File: src/rtl/par_word_rx_pkg.sv
// Shared types and constants for the serial parity word receiver.
//   state_t  : receiver FSM states
//   CNT_W    : width of the saturating drop/abort counters
//   PAR_ODD / PAR_EVEN : encodings of the odd_mode input
package par_word_rx_pkg;

    typedef enum logic [1:0] {
        IDLE  = 2'd0,
        SHIFT = 2'd1,
        PAR   = 2'd2,
        HOLD  = 2'd3
    } state_t;

    localparam int unsigned CNT_W = 8;

    localparam logic PAR_ODD  = 1'b1;
    localparam logic PAR_EVEN = 1'b0;

endpackage

File: src/rtl/par_word_rx_parity_calc.sv
// Combinational parity checker, reusable by downstream stages.
//   data : received data word
//   par  : received parity bit
//   mode : 1 = odd parity expected over data+par, 0 = even
//   err  : 1 when the ones count of data+par does not match mode
module par_word_rx_parity_calc #(
    parameter int unsigned DATA_W = 32
) (
    input  logic [DATA_W-1:0] data,
    input  logic              par,
    input  logic              mode,
    output logic              err
);

    assign err = ((^data) ^ par) != mode;

endmodule

File: src/rtl/par_word_rx.sv
// Serial-to-parallel parity word receiver.
//   clk, rst              : clock, async active-high reset
//   in_vld/in_bit/in_start: bit-serial input beat, in_start marks bit 0
//   odd_mode              : parity mode, sampled on the start beat
//   out_vld/out_rdy       : output handshake
//   out_data/out_par_err  : assembled word and its parity-error flag
//   busy                  : frame in progress (SHIFT or PAR)
//   drop_cnt/abort_cnt    : saturating counts of dropped beats / restarted frames
module par_word_rx
    import par_word_rx_pkg::*;
#(
    parameter int unsigned DATA_W    = 32,
    parameter bit          MSB_FIRST = 1'b1
) (
    input  logic              clk,
    input  logic              rst,
    input  logic              in_vld,
    input  logic              in_bit,
    input  logic              in_start,
    input  logic              odd_mode,
    output logic              out_vld,
    input  logic              out_rdy,
    output logic [DATA_W-1:0] out_data,
    output logic              out_par_err,
    output logic              busy,
    output logic [CNT_W-1:0]  drop_cnt,
    output logic [CNT_W-1:0]  abort_cnt
);

    localparam int unsigned          BIT_CNT_W = $clog2(DATA_W + 1);
    localparam logic [BIT_CNT_W-1:0] LAST_BIT  = BIT_CNT_W'(DATA_W - 1);
    localparam logic [CNT_W-1:0]     CNT_MAX   = '1;

    state_t               state, state_nxt;
    logic [BIT_CNT_W-1:0] bit_cnt;
    logic [DATA_W-1:0]    sr, sr_shifted;
    logic                 mode;
    logic                 par_err_c;

    logic shift_en, start_frame, cnt_inc, drop_inc, abort_inc, out_ld;

    // Shift direction: MSB-first pushes in at bit 0, LSB-first pushes in at the top.
    // A restart needs no clear: exactly DATA_W further shifts flush the old bits.
    generate
        if (MSB_FIRST) begin : g_msb_first
            assign sr_shifted = {sr[DATA_W-2:0], in_bit};
        end else begin : g_lsb_first
            assign sr_shifted = {in_bit, sr[DATA_W-1:1]};
        end
    endgenerate

    par_word_rx_parity_calc #(.DATA_W(DATA_W)) u_parity_calc (
        .data (sr),
        .par  (in_bit),
        .mode (mode),
        .err  (par_err_c)
    );

    // State register
    always_ff @(posedge clk or posedge rst) begin
        if (rst) state <= IDLE;
        else     state <= state_nxt;
    end

    // Next-state and datapath control
    always_comb begin
        state_nxt   = state;
        shift_en    = 1'b0;
        start_frame = 1'b0;
        cnt_inc     = 1'b0;
        drop_inc    = 1'b0;
        abort_inc   = 1'b0;
        out_ld      = 1'b0;
        case (state)
            IDLE: begin
                if (in_vld && in_start) begin
                    start_frame = 1'b1;
                    shift_en    = 1'b1;
                    state_nxt   = SHIFT;
                end else if (in_vld) begin
                    drop_inc = 1'b1;
                end
            end
            SHIFT: begin
                if (in_vld) begin
                    shift_en = 1'b1;
                    if (in_start) begin
                        start_frame = 1'b1;
                        abort_inc   = 1'b1;
                    end else begin
                        cnt_inc = 1'b1;
                        if (bit_cnt == LAST_BIT) state_nxt = PAR;
                    end
                end
            end
            PAR: begin
                if (in_vld && in_start) begin
                    start_frame = 1'b1;
                    shift_en    = 1'b1;
                    abort_inc   = 1'b1;
                    state_nxt   = SHIFT;
                end else if (in_vld) begin
                    out_ld    = 1'b1;
                    state_nxt = HOLD;
                end
            end
            HOLD: begin
                // On transfer the input side acts as IDLE in the same cycle.
                if (out_rdy) begin
                    state_nxt = IDLE;
                    if (in_vld && in_start) begin
                        start_frame = 1'b1;
                        shift_en    = 1'b1;
                        state_nxt   = SHIFT;
                    end else if (in_vld) begin
                        drop_inc = 1'b1;
                    end
                end else if (in_vld) begin
                    drop_inc = 1'b1;
                end
            end
            default: state_nxt = IDLE;
        endcase
    end

    // Datapath and registered outputs
    always_ff @(posedge clk or posedge rst) begin
        if (rst) begin
            sr          <= '0;
            bit_cnt     <= '0;
            mode        <= 1'b0;
            out_vld     <= 1'b0;
            out_data    <= '0;
            out_par_err <= 1'b0;
            busy        <= 1'b0;
            drop_cnt    <= '0;
            abort_cnt   <= '0;
        end else begin
            if (shift_en) sr <= sr_shifted;
            if (start_frame) begin
                bit_cnt <= BIT_CNT_W'(1);
                mode    <= odd_mode;
            end else if (cnt_inc) begin
                bit_cnt <= bit_cnt + BIT_CNT_W'(1);
            end
            if (out_ld) begin
                out_data    <= sr;
                out_par_err <= par_err_c;
            end
            out_vld <= (state_nxt == HOLD);
            busy    <= (state_nxt == SHIFT) || (state_nxt == PAR);
            if (drop_inc && drop_cnt != CNT_MAX)   drop_cnt  <= drop_cnt + CNT_W'(1);
            if (abort_inc && abort_cnt != CNT_MAX) abort_cnt <= abort_cnt + CNT_W'(1);
        end
    end

endmodule
File: config.mk
export PLATFORM = sky130hd
export DESIGN_NAME = par_word_rx
export DESIGN_NICKNAME = d
export VERILOG_FILES = /design/src/rtl/par_word_rx_pkg.sv /design/src/rtl/par_word_rx_parity_calc.sv /design/src/rtl/par_word_rx.sv
export SDC_FILE = /design/constraint.sdc
export NUM_CORES = 1
export LEC_CHECK = 0
export CORE_AREA = 4 4 110 86
export CTS_CLUSTER_SIZE = 24
export DETAILED_ROUTE_END_ITERATION = 6
export DIE_AREA = 0 0 114 90
export PLACE_DENSITY = 0.75
export RECOVER_POWER = 50
export SKIP_LAST_GASP = 1
export SYNTH_ARGS = -nofsm -noshare
export SYNTH_HDL_FRONTEND = slang
export SYNTH_SLANG_ARGS = --single-unit
File: constraint.sdc
create_clock -name clk -period 3.2 [get_ports clk]
set_input_delay 0.64 -clock clk [delete_from_list [all_inputs] [get_ports clk]]
set_output_delay 0.64 -clock clk [all_outputs]
set_load 0.005 [all_outputs]
==> results.json, run 1 <==
{
  "status": "finished, violations left",
  "violations_in_the_final_reports": "max-capacitance violations, max-slew violations",
  "design_area_sq_mm": 0.00507,
  "timing.critical_path.arrival_ns": 2.79,
  "clock_insertion_delay_worst_skew_ns": 0.33,
  "period_minus_ws_final_ns": 2.58,
  "detailroute.via_count": 2428,
  "global_route.overflow_total": 0,
  "drt_first_iter_violations": 64,
  "routedWlPerCell_microns": 15.4,
  "layout_worst_path_cycle_share_pct": 80.8,
  "numClockSinks": 92,
  "post_synth_cell_types": 35,
  "largest_net_degree_at_the_start_of_global_routing": 36,
  "hold_path_class": "register to register",
  "whs_path_depth": 1,
  "cts_max_path_buffers": 2,
  "dpl-instance-area_sq_mm": 0.00480,
  "ys_async_sr_fraction_pct": 100,
  "globalRouteMet1Util_pct": 22.2,
  "nature_of_the_critical_path_startpoint": "primary input",
  "totalPowerFinal_uw": 4440,
  "crit_path_cell_trace": "clkdlybuf4s50_1 > nand2b_4 > or4_4 > a211o_1 > a221o_1 > ha_1",
  "total_standard_cell_area_after_synthesis_sq_mm": 0.00404,
  "nets": 377,
  "grt_setup_unrepaired": "false",
  "yosys_register_bits": 92,
  "power.ir.vdd_worst_mv": 0.442,
  "power.leakage_uw": 0.00236,
  "gp_routability_congestion": 0.750,
  "hold_path.startpoint": "abort_cnt[4]$_DFFE_PP0P_",
  "max_slew.worst_pin.slew_ns": 1.61,
  "worstRegToRegCells": 7,
  "max_slew_headroom_at_the_worst_pin_pct": -7.90,
  "hold_path_end": "abort_cnt[4]$_DFFE_PP0P_",
  "critical_path.max_stage_delay_ns": 0.51,
  "i_o_pin_total": 58,
  "grt_antenna_before_repair": 0,
  "finalWirelength_microns": 7310,
  "yosys_warnings": 0,
  "core-area_sq_mm": 0.00835,
  "vias_per_cell": 5.11,
  "hold_viol": 0,
  "cts.root.buffer_cell": "clkbuf_16",
  "remaining_routing_drc_violations": 0,
  "synth_top_flop_cell": "dfrtp_1",
  "placement_rows": 29,
  "synthesis.area_per_instance_sq_um": 13.7,
  "fmax_mhz": 387,
  "global_route_hottest_layer": "met2",
  "r2r-end": "drop_cnt[1]$_DFFE_PP0P_",
  "met2_usage_pct": 22.3,
  "fill_cells": 713,
  "ctsHoldBuffers": 0,
  "post_cts_resized": 0,
  "globalRouteMet3Util_pct": 4.30,
  "drtPass1Iterations": 4,
  "drive_above_1_share_pct": 24.5,
  "route.antenna.remaining_nets": 0,
  "globalRouteTotalUtil_pct": 15.1,
  "final.setup.tns_ns": 0,
  "grt_pass1_vias": 2435,
  "numCtsBuffers": 9,
  "p_per_area_mw_per_mm2": 875,
  "syn-num-nets": 310,
  "cts_tree": "yes",
  "fp.dieH_microns": 90,
  "critical_path.endpoint_type": "register",
  "reg2reg_slack_ns": 0.96,
  "grt_first_pass_wirelength_microns": 12600,
  "setup-violations-final": 0,
  "die_w_microns": 114,
  "num_antenna_cells": 0,
  "detailed_place_hpwl_microns": 5120,
  "drv_cap": 1,
  "timing.critical_path.required_ns": 3.41,
  "cts-htree-levels": 3,
  "clock_skew_ns": 0.00813,
  "regToRegStartpoint": "state[0]$_DFF_PP0_",
  "finalHoldWorstSlack_ns": 0.489,
  "path_clk_slew_ns": 0.06,
  "area_growth_pct": 25.5,
  "synth-edff-count": 0,
  "initial_utilization_pct": 48.4,
  "ys_seq_area_share_pct": 56.9,
  "io_buffers": 57,
  "critPathMaxFanout": 7,
  "layout.core_utilization_pct": 60.8,
  "cpMaxStageDelayCell": "clkdlybuf4s50_1",
  "cts_post_setup_buffers_inserted": 0,
  "finalMaxSlewViolations": 35,
  "dieArea_sq_mm": 0.0103,
  "synthCells": 295,
  "critical_path_class": "primary input to register"
}
cells in the final DEF, fill, tap and decap left out, types with 4 or more instances in the layout:
master,count
dfrtp_1,92
mux2_2,65
xnor2_1,39
clkdlybuf4s50_1,33
dlygate4sd3_1,24
nand2_1,11
nor2_1,9
xor2_1,9
clkbuf_16,9
ha_1,8
nand4_1,7
a21oi_1,5
inv_1,5
o21ai_0,5
clkbuf_1,4
cells by family after synthesis:
group / count (synthesis) / share of synthesized area (%)
fa+ha+maj: 8 / 2.48
buf+inv: 14 / 1.49
mux: 67 / 18.7
flops: 92 / 56.9
simple gates: 44 / 5.85
compound gates: 21 / 3.62
xor+xnor: 49 / 11.0
how the worst max path moves through the flow:
stage / start / endpoint / slack (ns) / cells after the start
final: in_start / busy$_DFF_PP0_ / 0.62 / 6
after global routing: rst / sr[8]$_DFFE_PP0P_ / 0.29 / 3
after CTS: in_start / busy$_DFF_PP0_ / 0.62 / 6
after detailed placement: in_start / busy$_DFF_PP0_ / 0.28 / 6
after global placement: in_start / busy$_DFF_PP0_ / 0.33 / 6
after floorplan: rst / abort_cnt[0]$_DFFE_PP0P_ / 0.17 / 1
cell type report:
class | instances | area [sq um] | share of cell area [%]
Inverter | 6 | 23.8 | 0.469
Timing Repair Buffer | 64 | 634 | 12.5
Sequential cell | 92 | 2300 | 45.4
Multi-Input combinational cell | 189 | 1690 | 33.3
Clock inverter | 4 | 32.5 | 0.641
Tap cell | 108 | 135 | 2.66
Clock buffer | 12 | 256 | 5.06
critical path, delay by kind of cell:
family | cells | cell delay [ns]
AOI/OAI and AO/OA | 2 | 0.68
buffers and inverters | 1 | 0.51
adders and majority gates | 1 | 0.27
and+or+nand+nor | 2 | 0.70
registers in the layout, summed over array words and instances, names as in the netlist:
register / count
state: 2
mode: 1
bit_cnt: 6
drop_cnt: 8
sr: 32
abort_cnt: 8
out_vld: 1
busy: 1
out_par_err: 1
out_data: 32
synth_stat cells (2+ instances only):
cell,count,area share [%]
inv_1,6,0.56
ha_1,8,2.5
xor2_1,9,1.9
nand4_1,7,1.1
buf_2,3,0.37
a211o_1,2,0.43
a221o_1,2,0.50
and3_1,3,0.46
nand3_1,3,0.37
o21ai_0,5,0.62
nand3b_1,2,0.37
xnor2_1,39,8.4
mux2_2,65,18
nor2b_1,2,0.31
and2_1,2,0.31
a21oi_1,5,0.62
dfrtp_1,92,57
nor2_1,9,0.84
mux2_1,2,0.56
clkbuf_1,4,0.37
nand2_1,11,1.0
power breakdown:
part / leakage (uW) / internal (uW) / switching (uW)
registers: 0.00122 / 1460 / 281
clock network: 0.000135 / 573 / 425
logic: 0.000997 / 1050 / 652
total: 0.00236 / 3080 / 1360
layer usage:
metal / part of all wire [%] / vias to the layer above
met1: 50 / 1211
met5: 0 / -
met3: 2.9 / 4
li1: - / 1168
met4: 0.88 / 0
met2: 46 / 45
through the flow:
step                std cells  setup WS [ns]
CTS                       475          0.621
global route              475          0.293
floorplan                 295          0.168
finish                    475          0.615
detailed placement        459          0.278
global placement          459          0.327
(Power assumes the default switching activity.)
==> run 2: changes to the inputs <==
--- a/config.mk
+++ b/config.mk
@@ -5,11 +5,11 @@
 export SDC_FILE = /design/constraint.sdc
 export NUM_CORES = 1
 export LEC_CHECK = 0
-export CORE_AREA = 4 4 110 86
+export CORE_AREA = 4 4 109 85
 export CTS_CLUSTER_SIZE = 24
 export DETAILED_ROUTE_END_ITERATION = 6
-export DIE_AREA = 0 0 114 90
-export PLACE_DENSITY = 0.75
+export DIE_AREA = 0 0 113 89
+export PLACE_DENSITY = 0.73
 export RECOVER_POWER = 50
 export SKIP_LAST_GASP = 1
 export SYNTH_ARGS = -nofsm -noshare
==> constraint.sdc (replaced) <==
create_clock -name clk -period 2.5 [get_ports clk]
set_input_delay 0.5 -clock clk [delete_from_list [all_inputs] [get_ports clk]]
set_output_delay 0.5 -clock clk [all_outputs]
set_load 0.005 [all_outputs]
==> run 2 against run 1 <==
The run now ends clean. Cell area fell by 2.1%. Die area fell by 2.0%. Sequential share of layout area rose by 0.98 points. Hold slack improved by 0.012 ns. Sequential power rose by 28%. Worst setup slack got worse by 0.47 ns. Critical endpoint unchanged. Non-clock buffer count rose by 1. Final cell count rose by 0.42%.
==> results.json, run 2 (same netlist as run 1, synthesis figures left out) <==
{
  "status": "finished, final reports clean",
  "drv_cap": 0,
  "period_minus_ws_final_ns": 2.35,
  "initial_utilization_pct": 49.1,
  "num_antenna_cells": 0,
  "cts.root.buffer_cell": "clkbuf_8",
  "dp.cells": 460,
  "hold_viol": 0,
  "drive_above_1_share_pct": 25.5,
  "dieArea_sq_mm": 0.0101,
  "finish.cell_count_without_fillers": 477,
  "max_slew_headroom_at_the_worst_pin_pct": 20.6,
  "clock_insertion_delay_worst_skew_ns": 0.35,
  "fp.dieH_microns": 89,
  "i_o_pin_total": 58,
  "largest_registers": "out_data (32), sr (32)",
  "area_growth_pct": 22.8,
  "ctsHoldBuffers": 0,
  "critPathMaxFanout": 2,
  "critical_path.endpoint_type": "register",
  "placement_rows": 29,
  "power.ir.vdd_worst_mv": 0.516,
  "io_buffers": 57,
  "numCtsBuffers": 9,
  "numClockSinks": 92,
  "fmax_mhz": 425,
  "route.antenna.remaining_nets": 0,
  "largest_net_degree_at_the_start_of_global_routing": 93,
  "detailroute.via_count": 2402,
  "drtPass1Iterations": 4,
  "layout_commonest_cell": "dfrtp_1",
  "grt_pass1_vias": 2352,
  "remaining_routing_drc_violations": 0,
  "layout_worst_path_cycle_share_pct": 94.2,
  "vias_per_cell": 5.04,
  "post_cts_resized": 0,
  "grt_first_pass_wirelength_microns": 11400,
  "power.leakage_uw": 0.00227,
  "critical_path_class": "primary input to register",
  "clock_skew_ns": 0.00606,
  "globalRouteTotalUtil_pct": 14.4,
  "drt_first_iter_violations": 60,
  "p_per_area_mw_per_mm2": 1070,
  "grt_antenna_before_repair": 0,
  "die_w_microns": 113,
  "path_clk_slew_ns": 0.09,
  "max_slew.worst_pin.slew_ns": 1.19,
  "grt_setup_unrepaired": "false",
  "cts_max_path_buffers": 2,
  "hold_path_class": "register to register",
  "gp_routability_congestion": 0.846,
  "routedWlPerCell_microns": 14.9,
  "layout.cells.most_common_list": "dfrtp_1, mux2_2, clkdlybuf4s50_1, xnor2_1",
  "cts_tree": "yes",
  "nature_of_the_critical_path_startpoint": "primary input",
  "core-area_sq_mm": 0.00824,
  "global_route.overflow_total": 0,
  "detailed_place_hpwl_microns": 4690,
  "timing.critical_path.arrival_ns": 2.60,
  "setup-violations-final": 0,
  "nets": 379,
  "timing.critical_path.required_ns": 2.75,
  "cts_post_setup_buffers_inserted": 0,
  "final.setup.tns_ns": 0,
  "cts-htree-levels": 3,
  "finalWirelength_microns": 7130,
  "totalPowerFinal_uw": 5290,
  "fill_cells": 654,
  "finalMaxSlewViolations": 0
}
[run 2: area by class of cell]
cell class                      count  area, sq um  area share, %
Clock buffer                       11          141           2.85
Clock inverter                      5         36.3          0.731
Inverter                            6         26.3          0.529
Multi-Input combinational cell    190         1700           34.3
Sequential cell                    92         2300           46.4
Tap cell                          108          135           2.72
Timing Repair Buffer               65          622           12.5
[run 2: path summary, 6_finish.rpt]
check / cells past startpoint / slack [ns] / endpoint / start
setup / recovery: 6 / 0.15 / busy$_DFF_PP0_ / in_vld
hold / removal: 1 / 0.50 / abort_cnt[4]$_DFFE_PP0P_ / abort_cnt[4]$_DFFE_PP0P_
setup reg to reg: 6 / 0.23 / sr[27]$_DFFE_PP0P_ / state[0]$_DFF_PP0_
hold reg to reg: 1 / 0.50 / abort_cnt[4]$_DFFE_PP0P_ / abort_cnt[4]$_DFFE_PP0P_
max in group asynchronous: 3 / 0.71 / abort_cnt[0]$_DFFE_PP0P_ / rst
min in group asynchronous: 3 / 1.05 / out_data[10]$_DFFE_PP0P_ / rst
[run 2: metrics by stage]
step	setup WS [ns]	util, %	instance area [sq um]	hold WS [ns]
finish	0.146	60.3	4960	0.501
global route	0.0877	60.3	4960	0.511
global placement	-0.141	58.4	4810	0.479
detailed placement	-0.162	58.4	4810	0.491
floorplan	0.287	-	4050	0.468
CTS	0.105	60.5	4980	0.503
[run 2: critical path: stages]
cell,delay (ns)
dlygate4sd3_1,0.59
nand2b_4,0.06
or4_4,0.51
a211o_1,0.32
a221o_1,0.35
ha_1,0.26
[run 2: report_power, final]
| group | internal [uW] | switching, uW | total (uW) | leakage [uW] |
|---|---|---|---|---|
| combinational | 1330 | 839 | 2170 | 0.000966 |
| sequential | 1870 | 352 | 2220 | 0.00122 |
| clock | 390 | 513 | 904 | 0.0000820 |
| total | 3590 | 1700 | 5290 | 0.00227 |
[run 2: per-layer routing]
layer,GRT usage (%),wire length (microns),up-vias
met5,0,0,-
met4,5.46,66,0
met3,4.60,265,6
met2,22.4,3340,41
met1,19.3,3460,1193
li1,-,-,1162
==> edit, RTL diff (config.mk and constraints of run 2) <==
`CNT_W`: 8 -> 7.
--- a/src/rtl/par_word_rx_pkg.sv
+++ b/src/rtl/par_word_rx_pkg.sv
@@ -13,3 +13,3 @@
 
-    localparam int unsigned CNT_W = 8;
+    localparam int unsigned CNT_W = 7;
 
Interface: changed (resized abort_cnt and drop_cnt); port bits go from 58 to 56. No check against the original RTL was run, so the function may have changed too.
==> edit against run 2 <==
Count of clock-buffer cells in the layout unchanged; total power increased by 1.8%; sequential share of layout area is 0.17 points lower; highest routed layer unchanged; wire length down 5.8%; worst setup slack better by 0.14 ns; area after synthesis decreased by 2.5%; sequential cell count fell by 2; worst hold slack improved by 0.0031 ns; clock skew up 0.0036 ns; global-route usage is 0.076 points lower; critical path depth rose by 1; design area shrank 1.8%; register-to-register slack better by 0.06 ns.
==> edit: results (changes against run 2) <==
[run_status]
outcome = complete, no violations  ; unchanged

[logic_synthesis]
seq_area_frac_synth_pct = 57.1  ; was 56.9%
synth_fp_nets = 299  ; was 310
synthMuxAreaShare_pct = 19.1  ; was 18.7%
yosysUniqueCellTypes = 31  ; was 35
synth-compound-area-share_pct = 4.22  ; was 3.62%
synth_area_leaders = dfrtp_1, mux2_2, xnor2_1  ; unchanged
synth_xor_area_share_pct = 10.6  ; was 11.0%
synth_common_cells = dfrtp_1, mux2_2, xnor2_1  ; unchanged

[worst_setup_path]
r2r_cells = 7  ; was 6
timing.rr.start = state[1]  ; was state[0]
startpoint_type = register  ; was input port
reg2reg_setup_slack_ns = 0.29  ; was 0.23 ns
cp_max_fo = 6  ; was 2
critPathArrivalTime_ns = 2.45  ; was 2.60 ns
reg2reg_to = drop_cnt[1]  ; was sr[27]
critPathKind = register to register  ; was input port to register

[drt]
vias_per_cell = 5.05  ; was 5.04
num_vias = 2345  ; was 2,402
drt_iter0_drc = 49  ; was 60

[grt]
grt_usage_pct = 14.4  ; about the same
grt_max_degree = 40  ; was 93

[timing]
finalCritPeriodShare_pct = 88.5  ; was 94.2%
clock_skew_ns = 0.00968  ; was 0.00606 ns
relSlewSlack_pct = 36.1  ; was 20.6%

[place]
portBuffers = 55  ; was 57
place_area_mm2 = 0.00472  ; was 0.00481 mm2
hpwl_um = 4650  ; was 4690 um
place_congestion = 0.891  ; was 0.846
pre_cts_ws_ns = 0.0580  ; was -0.162 ns

[power]
ir_drop_uv = 564  ; was 516 uV
leakagePower_nw = 2.24  ; was 2.27 nW

==> edit: changes by cell type after synthesis, moves of 2 or more <==
cell / delta
mux2_1: -2
buf_2: +4
a21oi_1: -2
clkbuf_1: -4
dfrtp_1: -2
o21ai_0: -3
o21bai_1: +2
nand2_1: +3
nand3b_1: -2
mux2_2: +2
nand4_1: -3
xnor2_1: -3
==> edit: critical path, stage by stage, from the launching register on <==
cell and delay [ns]:
dfrtp_1 0.45, inv_1 0.13, ha_1 0.26, nor2b_1 0.16, a21oi_1 0.05, or3b_4 0.41, a41oi_4 0.28, mux2_2 0.37
==> edit: worst min-delay path by stage <==
stage | slack, ns | end | depth (start not counted) | from
CTS | 0.51 | out_data[6] | 1 | out_data[6]
floorplan | 0.46 | bit_cnt[0] | 1 | bit_cnt[0]
finish | 0.50 | out_data[20] | 1 | out_data[20]
detailed placement | 0.49 | out_data[26] | 1 | out_data[26]
global placement | 0.48 | bit_cnt[0] | 1 | bit_cnt[0]
global route | 0.52 | out_data[20] | 1 | out_data[20]
==> edit: final cells by class <==
type	count	area, um2	share of cell area [%]
repair buffers	64	634	13.0
multi-input cells	181	1640	33.5
inverters	6	23.8	0.488
flip-flops and latches	90	2250	46.2
clock inverters	4	52.6	1.08
clock buffers	11	141	2.90
well taps	108	135	2.77
==> edit: report_power, final <==
part	internal (mW)	leakage [nW]	switching (mW)
clock network	0.484	0.0877	0.476
logic	1.39	0.951	0.850
registers	1.83	1.20	0.350
==> edit: metal layers <==
layer	wire length (um)	track usage (%)	vias to the layer above
met2	3120	22.4	35
met1	3320	20.2	1172
met5	0	0	-
li1	-	-	1130
met4	58	4.91	0
met3	212	3.18	8
